$ cat config.mk
export PLATFORM = sky130hd
export DESIGN_NAME = rat_recovery_ctrl_flat
export DESIGN_NICKNAME = d
export VERILOG_FILES = /design/src/rtl/rat_recovery_ctrl_if.sv /design/src/rtl/rat_recovery_ctrl.sv /design/src/flat_wrapper.sv
export SDC_FILE = /design/constraint.sdc
export NUM_CORES = 1
export LEC_CHECK = 0
export ABC_AREA = 1
export BUFFER_PORTS_ARGS = -buffer_cell sky130_fd_sc_hd__buf_2
export CAP_MARGIN = 20
export CORE_MARGIN = 1
export CORE_UTILIZATION = 43
export CTS_CLUSTER_DIAMETER = 150
export DETAILED_ROUTE_END_ITERATION = 10
export GPL_TIMING_DRIVEN = 0
export PLACE_DENSITY = 0.83
export SYNTH_ARGS = -nofsm -noshare
export SYNTH_HDL_FRONTEND = slang
export SYNTH_SLANG_ARGS = --single-unit
$ cat constraint.sdc
create_clock -name clk -period 2.21 [get_ports clk]
set_input_delay 0.221 -clock clk [delete_from_list [all_inputs] [get_ports clk]]
set_output_delay 0.221 -clock clk [all_outputs]
set_load 0.02 [all_outputs]
$ cat src/rtl/rat_recovery_ctrl_if.sv
// Signal bundle between the RAT recovery controller and the rename stage, ROB flush, RRAT read and RAT write ports.
// master = controller side, slave = surrounding pipeline.
interface rat_recovery_ctrl_if #(
  parameter int ARCH_WIDTH = 5,
  parameter int PRF_WIDTH  = 7
);
  logic                  flush;
  logic                  rename_req;
  logic [ARCH_WIDTH-1:0] rename_arch;
  logic [PRF_WIDTH-1:0]  rename_phy;
  logic                  rename_stall;
  logic                  rat_rename_en;
  logic [ARCH_WIDTH-1:0] rat_arch_reg;
  logic [PRF_WIDTH-1:0]  rat_new_phy_reg;
  logic [ARCH_WIDTH-1:0] rrat_idx;
  logic [PRF_WIDTH-1:0]  rrat_phy;
  logic                  recov_busy;
  logic                  recov_done;

  modport master (
    input  flush, rename_req, rename_arch, rename_phy, rrat_phy,
    output rename_stall, rat_rename_en, rat_arch_reg, rat_new_phy_reg,
           rrat_idx, recov_busy, recov_done
  );

  modport slave (
    output flush, rename_req, rename_arch, rename_phy, rrat_phy,
    input  rename_stall, rat_rename_en, rat_arch_reg, rat_new_phy_reg,
           rrat_idx, recov_busy, recov_done
  );
endinterface

$ cat src/rtl/rat_recovery_ctrl.sv
// Speculative-RAT write-port controller: forwards rename writes, and on flush copies every RRAT entry back into the RAT.
// Optional RAT_RECOV_PERF_EN adds saturating flush/stall performance counters.
module rat_recovery_ctrl #(
  parameter int ARCH_ENTRY = 32,
  parameter int ARCH_WIDTH = $clog2(ARCH_ENTRY),
  parameter int PRF_ENTRY  = 128,
  parameter int PRF_WIDTH  = $clog2(PRF_ENTRY)
) (
  input  logic                   clk,
  input  logic                   rst,
  rat_recovery_ctrl_if.master    bus
`ifdef RAT_RECOV_PERF_EN
  ,
  output logic [31:0]            perf_flush_cnt,
  output logic [31:0]            perf_stall_cnt
`endif
);

  typedef enum logic [1:0] {IDLE, WALK, DONE} state_e;

  state_e                state_q, state_d;
  logic [ARCH_WIDTH-1:0] idx_q, idx_d;

  logic                  wr_en;
  logic [ARCH_WIDTH-1:0] wr_arch;
  logic [PRF_WIDTH-1:0]  wr_phy;
  logic [ARCH_WIDTH-1:0] rd_idx;
  logic                  stall, busy, done;

  always_ff @(posedge clk or posedge rst) begin
    if (rst) begin
      state_q <= IDLE;
      idx_q   <= '0;
    end else begin
      state_q <= state_d;
      idx_q   <= idx_d;
    end
  end

  always_comb begin
    state_d = state_q;
    idx_d   = idx_q;
    wr_en   = 1'b0;
    wr_arch = bus.rename_arch;
    wr_phy  = bus.rename_phy;
    rd_idx  = '0;
    stall   = 1'b0;
    busy    = 1'b0;
    done    = 1'b0;
    unique case (state_q)
      IDLE: begin
        // A same-cycle flush wins over the rename write.
        wr_en = bus.rename_req & ~bus.flush;
        if (bus.flush) begin
          state_d = WALK;
          idx_d   = '0;
        end
      end
      WALK: begin
        wr_en   = 1'b1;
        rd_idx  = idx_q;
        wr_arch = idx_q;
        wr_phy  = bus.rrat_phy;
        stall   = 1'b1;
        busy    = 1'b1;
        if (bus.flush) begin
          idx_d = '0;
        end else if (idx_q == ARCH_WIDTH'(ARCH_ENTRY - 1)) begin
          state_d = DONE;
          idx_d   = '0;
        end else begin
          idx_d = idx_q + 1'b1;
        end
      end
      DONE: begin
        stall = 1'b1;
        busy  = 1'b1;
        done  = 1'b1;
        if (bus.flush) begin
          state_d = WALK;
          idx_d   = '0;
        end else begin
          state_d = IDLE;
        end
      end
      default: begin
        state_d = IDLE;
        idx_d   = '0;
      end
    endcase
  end

  assign bus.rat_rename_en   = wr_en;
  assign bus.rat_arch_reg    = wr_arch;
  assign bus.rat_new_phy_reg = wr_phy;
  assign bus.rrat_idx        = rd_idx;
  assign bus.rename_stall    = stall;
  assign bus.recov_busy      = busy;
  assign bus.recov_done      = done;

`ifdef RAT_RECOV_PERF_EN
  logic [31:0] flush_cnt_q, stall_cnt_q;

  // Every flush is accepted in every state, so restarts count too.
  always_ff @(posedge clk or posedge rst) begin
    if (rst) begin
      flush_cnt_q <= '0;
      stall_cnt_q <= '0;
    end else begin
      if (bus.flush && (flush_cnt_q != '1)) flush_cnt_q <= flush_cnt_q + 32'd1;
      if (stall && (stall_cnt_q != '1))     stall_cnt_q <= stall_cnt_q + 32'd1;
    end
  end

  assign perf_flush_cnt = flush_cnt_q;
  assign perf_stall_cnt = stall_cnt_q;
`endif

endmodule

$ cat src/flat_wrapper.sv
// flat-port wrapper written by rule: the top's interface ports become plain ports
module rat_recovery_ctrl_flat 
#(
  parameter int ARCH_ENTRY = 32,
  parameter int ARCH_WIDTH = $clog2(ARCH_ENTRY),
  parameter int PRF_ENTRY  = 128,
  parameter int PRF_WIDTH  = $clog2(PRF_ENTRY)
)
  (clk, rst, bus_flush, bus_rename_req, bus_rename_arch, bus_rename_phy, bus_rrat_phy, bus_rename_stall, bus_rat_rename_en, bus_rat_arch_reg, bus_rat_new_phy_reg, bus_rrat_idx, bus_recov_busy, bus_recov_done);
  rat_recovery_ctrl_if #(.ARCH_WIDTH(ARCH_WIDTH), .PRF_WIDTH(PRF_WIDTH)) bus_i ();
  input  logic clk;
  input  logic rst;
  input wire logic [$bits(bus_i.flush)-1:0] bus_flush;
  input wire logic [$bits(bus_i.rename_req)-1:0] bus_rename_req;
  input wire logic [$bits(bus_i.rename_arch)-1:0] bus_rename_arch;
  input wire logic [$bits(bus_i.rename_phy)-1:0] bus_rename_phy;
  input wire logic [$bits(bus_i.rrat_phy)-1:0] bus_rrat_phy;
  output wire logic [$bits(bus_i.rename_stall)-1:0] bus_rename_stall;
  output wire logic [$bits(bus_i.rat_rename_en)-1:0] bus_rat_rename_en;
  output wire logic [$bits(bus_i.rat_arch_reg)-1:0] bus_rat_arch_reg;
  output wire logic [$bits(bus_i.rat_new_phy_reg)-1:0] bus_rat_new_phy_reg;
  output wire logic [$bits(bus_i.rrat_idx)-1:0] bus_rrat_idx;
  output wire logic [$bits(bus_i.recov_busy)-1:0] bus_recov_busy;
  output wire logic [$bits(bus_i.recov_done)-1:0] bus_recov_done;
  assign bus_i.flush = bus_flush;
  assign bus_i.rename_req = bus_rename_req;
  assign bus_i.rename_arch = bus_rename_arch;
  assign bus_i.rename_phy = bus_rename_phy;
  assign bus_i.rrat_phy = bus_rrat_phy;
  assign bus_rename_stall = bus_i.rename_stall;
  assign bus_rat_rename_en = bus_i.rat_rename_en;
  assign bus_rat_arch_reg = bus_i.rat_arch_reg;
  assign bus_rat_new_phy_reg = bus_i.rat_new_phy_reg;
  assign bus_rrat_idx = bus_i.rrat_idx;
  assign bus_recov_busy = bus_i.recov_busy;
  assign bus_recov_done = bus_i.recov_done;
  rat_recovery_ctrl #(.ARCH_ENTRY(ARCH_ENTRY), .ARCH_WIDTH(ARCH_WIDTH), .PRF_ENTRY(PRF_ENTRY), .PRF_WIDTH(PRF_WIDTH)) u_core (.clk(clk), .rst(rst), .bus(bus_i));
endmodule
==> impl_results.rst <==
.. list-table::
   :header-rows: 1

   * - Metric
     - Value
   * - Status
     - finished, final reports clean
   * - Share of the clock period used by the worst path after layout
     - 80.5%
   * - Most used cells in the layout excluding fill and tap cells
     - 49 x nand2_1, 45 x buf_2, 15 x inv_1
   * - Post-Synthesis Cell Area
     - 641 µm²
   * - Final Max Slew Viols
     - 0
   * - Number of synthesized register bits
     - 7
   * - Per-cell routed wire length
     - 8.79 µm
   * - Y dimension of the die
     - 40.6 µm
   * - Sequential element share of the synthesized area
     - 27.3%
   * - Worst-case setup margin in the final layout
     - 0.432 ns
   * - Clock-pin transition on the worst setup and hold timing paths
     - 0.05 ns
   * - Inserted Clock Buffers
     - 3
   * - Total of buffers placed on input and output ports
     - 43
   * - Final setup violation count
     - 0
   * - Unrepaired setup endpoints after global routing
     - false
   * - Fraction of final layout cells sized beyond drive strength 1
     - 35.5%
   * - Combined buffer and inverter count along the critical path
     - 4
   * - Die width
     - 40.6 µm
   * - Layout net count
     - 182
   * - Synth area leaders
     - nand2_1 29%, dfrtp_1 27%, ha_1 12%, inv_1 8.8%, nand3_1 4.7%
   * - Total wire length
     - 1470 µm
   * - DRC viols
     - 0
   * - FF-to-FF Start
     - u_core.idx_q[0]$_DFFE_PP0P_
   * - Insertion delay to the later sink of the worst-skew pair
     - 0.24 ns
   * - Worst Clk Skew
     - 0.000738 ns
   * - Total Power
     - 0.000898 W
   * - Number of rows created at floorplan
     - 13
   * - Number of global-route vias before repair
     - 498
   * - Final Hold Fails
     - 0
   * - Aggregate negative setup slack
     - 0 ns
   * - Count of synthesis-stage warnings from yosys
     - 0
   * - Deepest clock path buffer count
     - 2
   * - Die ar.
     - 0.00165 mm²
   * - Remaining antenna violation count
     - 0
   * - Mean number of vias per cell
     - 4.43
   * - Worst-path fanout max
     - 10
   * - Worst Setup Start Kind
     - register
   * - Routability-driven placement congestion ratio
     - 0.800
   * - Post-cts sizing count
     - 0
   * - Synth-to-layout area growth
     - 42.2%
   * - Initial core utilization
     - 47.5%
   * - Leak pwr
     - 0.616 nW
   * - Kind of cell adding the most delay to the critical path
     - buffers and inverters
   * - H-tree level count
     - 1
   * - Max stage delay cell, worst path
     - dfrtp_1
   * - Maximum ir drop on the vdd rail
     - 0.853 mV
   * - CTS tree
     - yes
   * - Post-DP HPWL
     - 1220 µm
   * - Core Util, Final
     - 67.5%
   * - Max-capacitance violation count
     - 0
   * - Pin count of the biggest net entering global routing
     - 11
   * - Number of clock sinks
     - 7
   * - PwrDens
     - 986 mW/mm²
   * - Critical path data arrival time
     - 1.56 ns
   * - Stages on worst setup path
     - 7
   * - Synthesized Nets
     - 133
   * - Overall fraction of global-route tracks in use
     - 18.5%
   * - Root buffer cell
     - clkbuf_4
   * - Average cell area after synthesis
     - 6.16 µm²
   * - Post-route minimum period
     - 1.78 ns
   * - Leading cell type in the layout, fill and taps excluded
     - nand2_1
   * - Worst stage delay on the critical path
     - 0.36 ns
   * - Cell chain of the critical path
     - inv_1 > ha_1 > inv_2 > buf_2 > nand2_1 > nand2_1 > buf_2
   * - Initial detailed-routing violation count
     - 7
   * - Top Ports
     - 44
   * - Number of cell instances on the worst register-to-register path
     - 8
   * - Core Box Area
     - 0.00135 mm²
   * - Endpoint kind of the worst setup timing path
     - output pin
   * - Post-synth cell types
     - 15
   * - Slew at the pin closest to its max-slew limit
     - 0.250 ns
   * - Kind of critical path
     - reg2out
   * - Global-route wire length before repair
     - 1930 µm
   * - Via total after detailed routing
     - 740
   * - Post CTS Setup Buffer Count
     - 0
   * - Drt pass-1 iters
     - 4
   * - WP data required
     - 1.99 ns
   * - Min-Delay Path Class
     - in2reg
   * - Total grt overflow
     - 0
   * - Post-place setup slack
     - 0.685 ns
   * - Max transition margin
     - 83.3%
   * - Beginning of the worst hold path
     - bus_flush
   * - N_diodes
     - 0
   * - Gate count after technology mapping
     - 104
   * - Startpoint of the most critical setup path
     - u_core.state_q[1]$_DFFE_PP0P_
   * - Fraction of synthesized cell area taken by the top area cell type
     - 28.7%
   * - Maximum operating frequency
     - 0.562 GHz
   * - Initial antenna violation count
     - 0
   * - Hold Path Stages
     - 4
   * - Cell accounting for the most synthesized area
     - nand2_1
-- state kept, by name, indices dropped and copies added (netlist names) --
register,cells
u_core.state_q,2
u_core.idx_q,5
-- kinds of logic after synthesis --
logic type,Yosys count,synth area share [%]
AO/OA/AOI/OAI,9,9.18
flip-flops,7,27.3
AND/OR/NAND/NOR,61,38.5
buffers and inverters,21,13.3
adder cells (fa/ha/maj),6,11.7
-- worst paths after layout --
check,to,slack [ns]
max in group asynchronous,u_core.idx_q[2]$_DFFE_PP0P_,1.55
worst max-delay path,bus_rat_new_phy_reg[4],0.43
worst min-delay path,u_core.idx_q[1]$_DFFE_PP0P_,0.34
min in group asynchronous,u_core.state_q[0]$_DFFE_PP0P_,0.46
worst min register to register,u_core.idx_q[4]$_DFFE_PP0P_,0.56
worst max register to register,u_core.state_q[0]$_DFFE_PP0P_,0.81
-- metrics by stage --
stage	hold slack (ns)	cells	cell area, µm²
final	0.343	167	911
after detailed placement	0.151	162	875
after global routing	0.353	167	911
after global placement	0.145	162	875
after CTS	0.331	167	911
after floorplan	0.0244	104	641
-- final cells by class --
type | count | area (µm²)
Multi-Input combinational cell | 76 | 380
Inverter | 18 | 67.6
Buffer | 3 | 17.5
Fill cell | 125 | 439
Tap cell | 15 | 18.8
Timing Repair Buffer | 44 | 225
Clock buffer | 4 | 26.3
Sequential cell | 7 | 175
-- synthesized netlist by cell type, drive strengths merged --
| library cell | n |
|---|---|
| a21boi | 1 |
| a21oi | 2 |
| buf | 3 |
| dfrtp | 7 |
| ha | 6 |
| inv | 18 |
| nand2 | 49 |
| nand3 | 6 |
| nand4 | 1 |
| nor2 | 5 |
| o21ai | 6 |
-- worst reg2reg max path: stages (launching register included) --
cell and delay (ns):
dfrtp_1 0.42, ha_1 0.23, nand2_1 0.09, nor2_1 0.04, ha_1 0.19, nand3_1 0.11, nand2_1 0.09, nand2_1 0.07
o21ai_1 0.06
-- layer usage --
metal  part of all wire (%)  up-vias  track usage [%]  wire length (µm)
met4                      0        0             12.5                 0
met2                     45       30             29.0               657
met1                     47      301             22.9               686
li1                       -      409                -                 -
met3                    8.4        0             3.33               124
met5                      0        -                0                 0
-- what timing repair did --
action                     in CTS  in global routing
hold endpoints to repair        7                  0
setup endpoints to repair       0                  0
hold buffers                    1                  0
-- where the power goes --
part           switching (W)  internal (W)  total [W]
Sequential         0.0000179      0.000147   0.000164
Combinational       0.000411      0.000214   0.000625
Clock              0.0000403     0.0000684   0.000109
No activity file was read; power rests on OpenSTA's default activity.
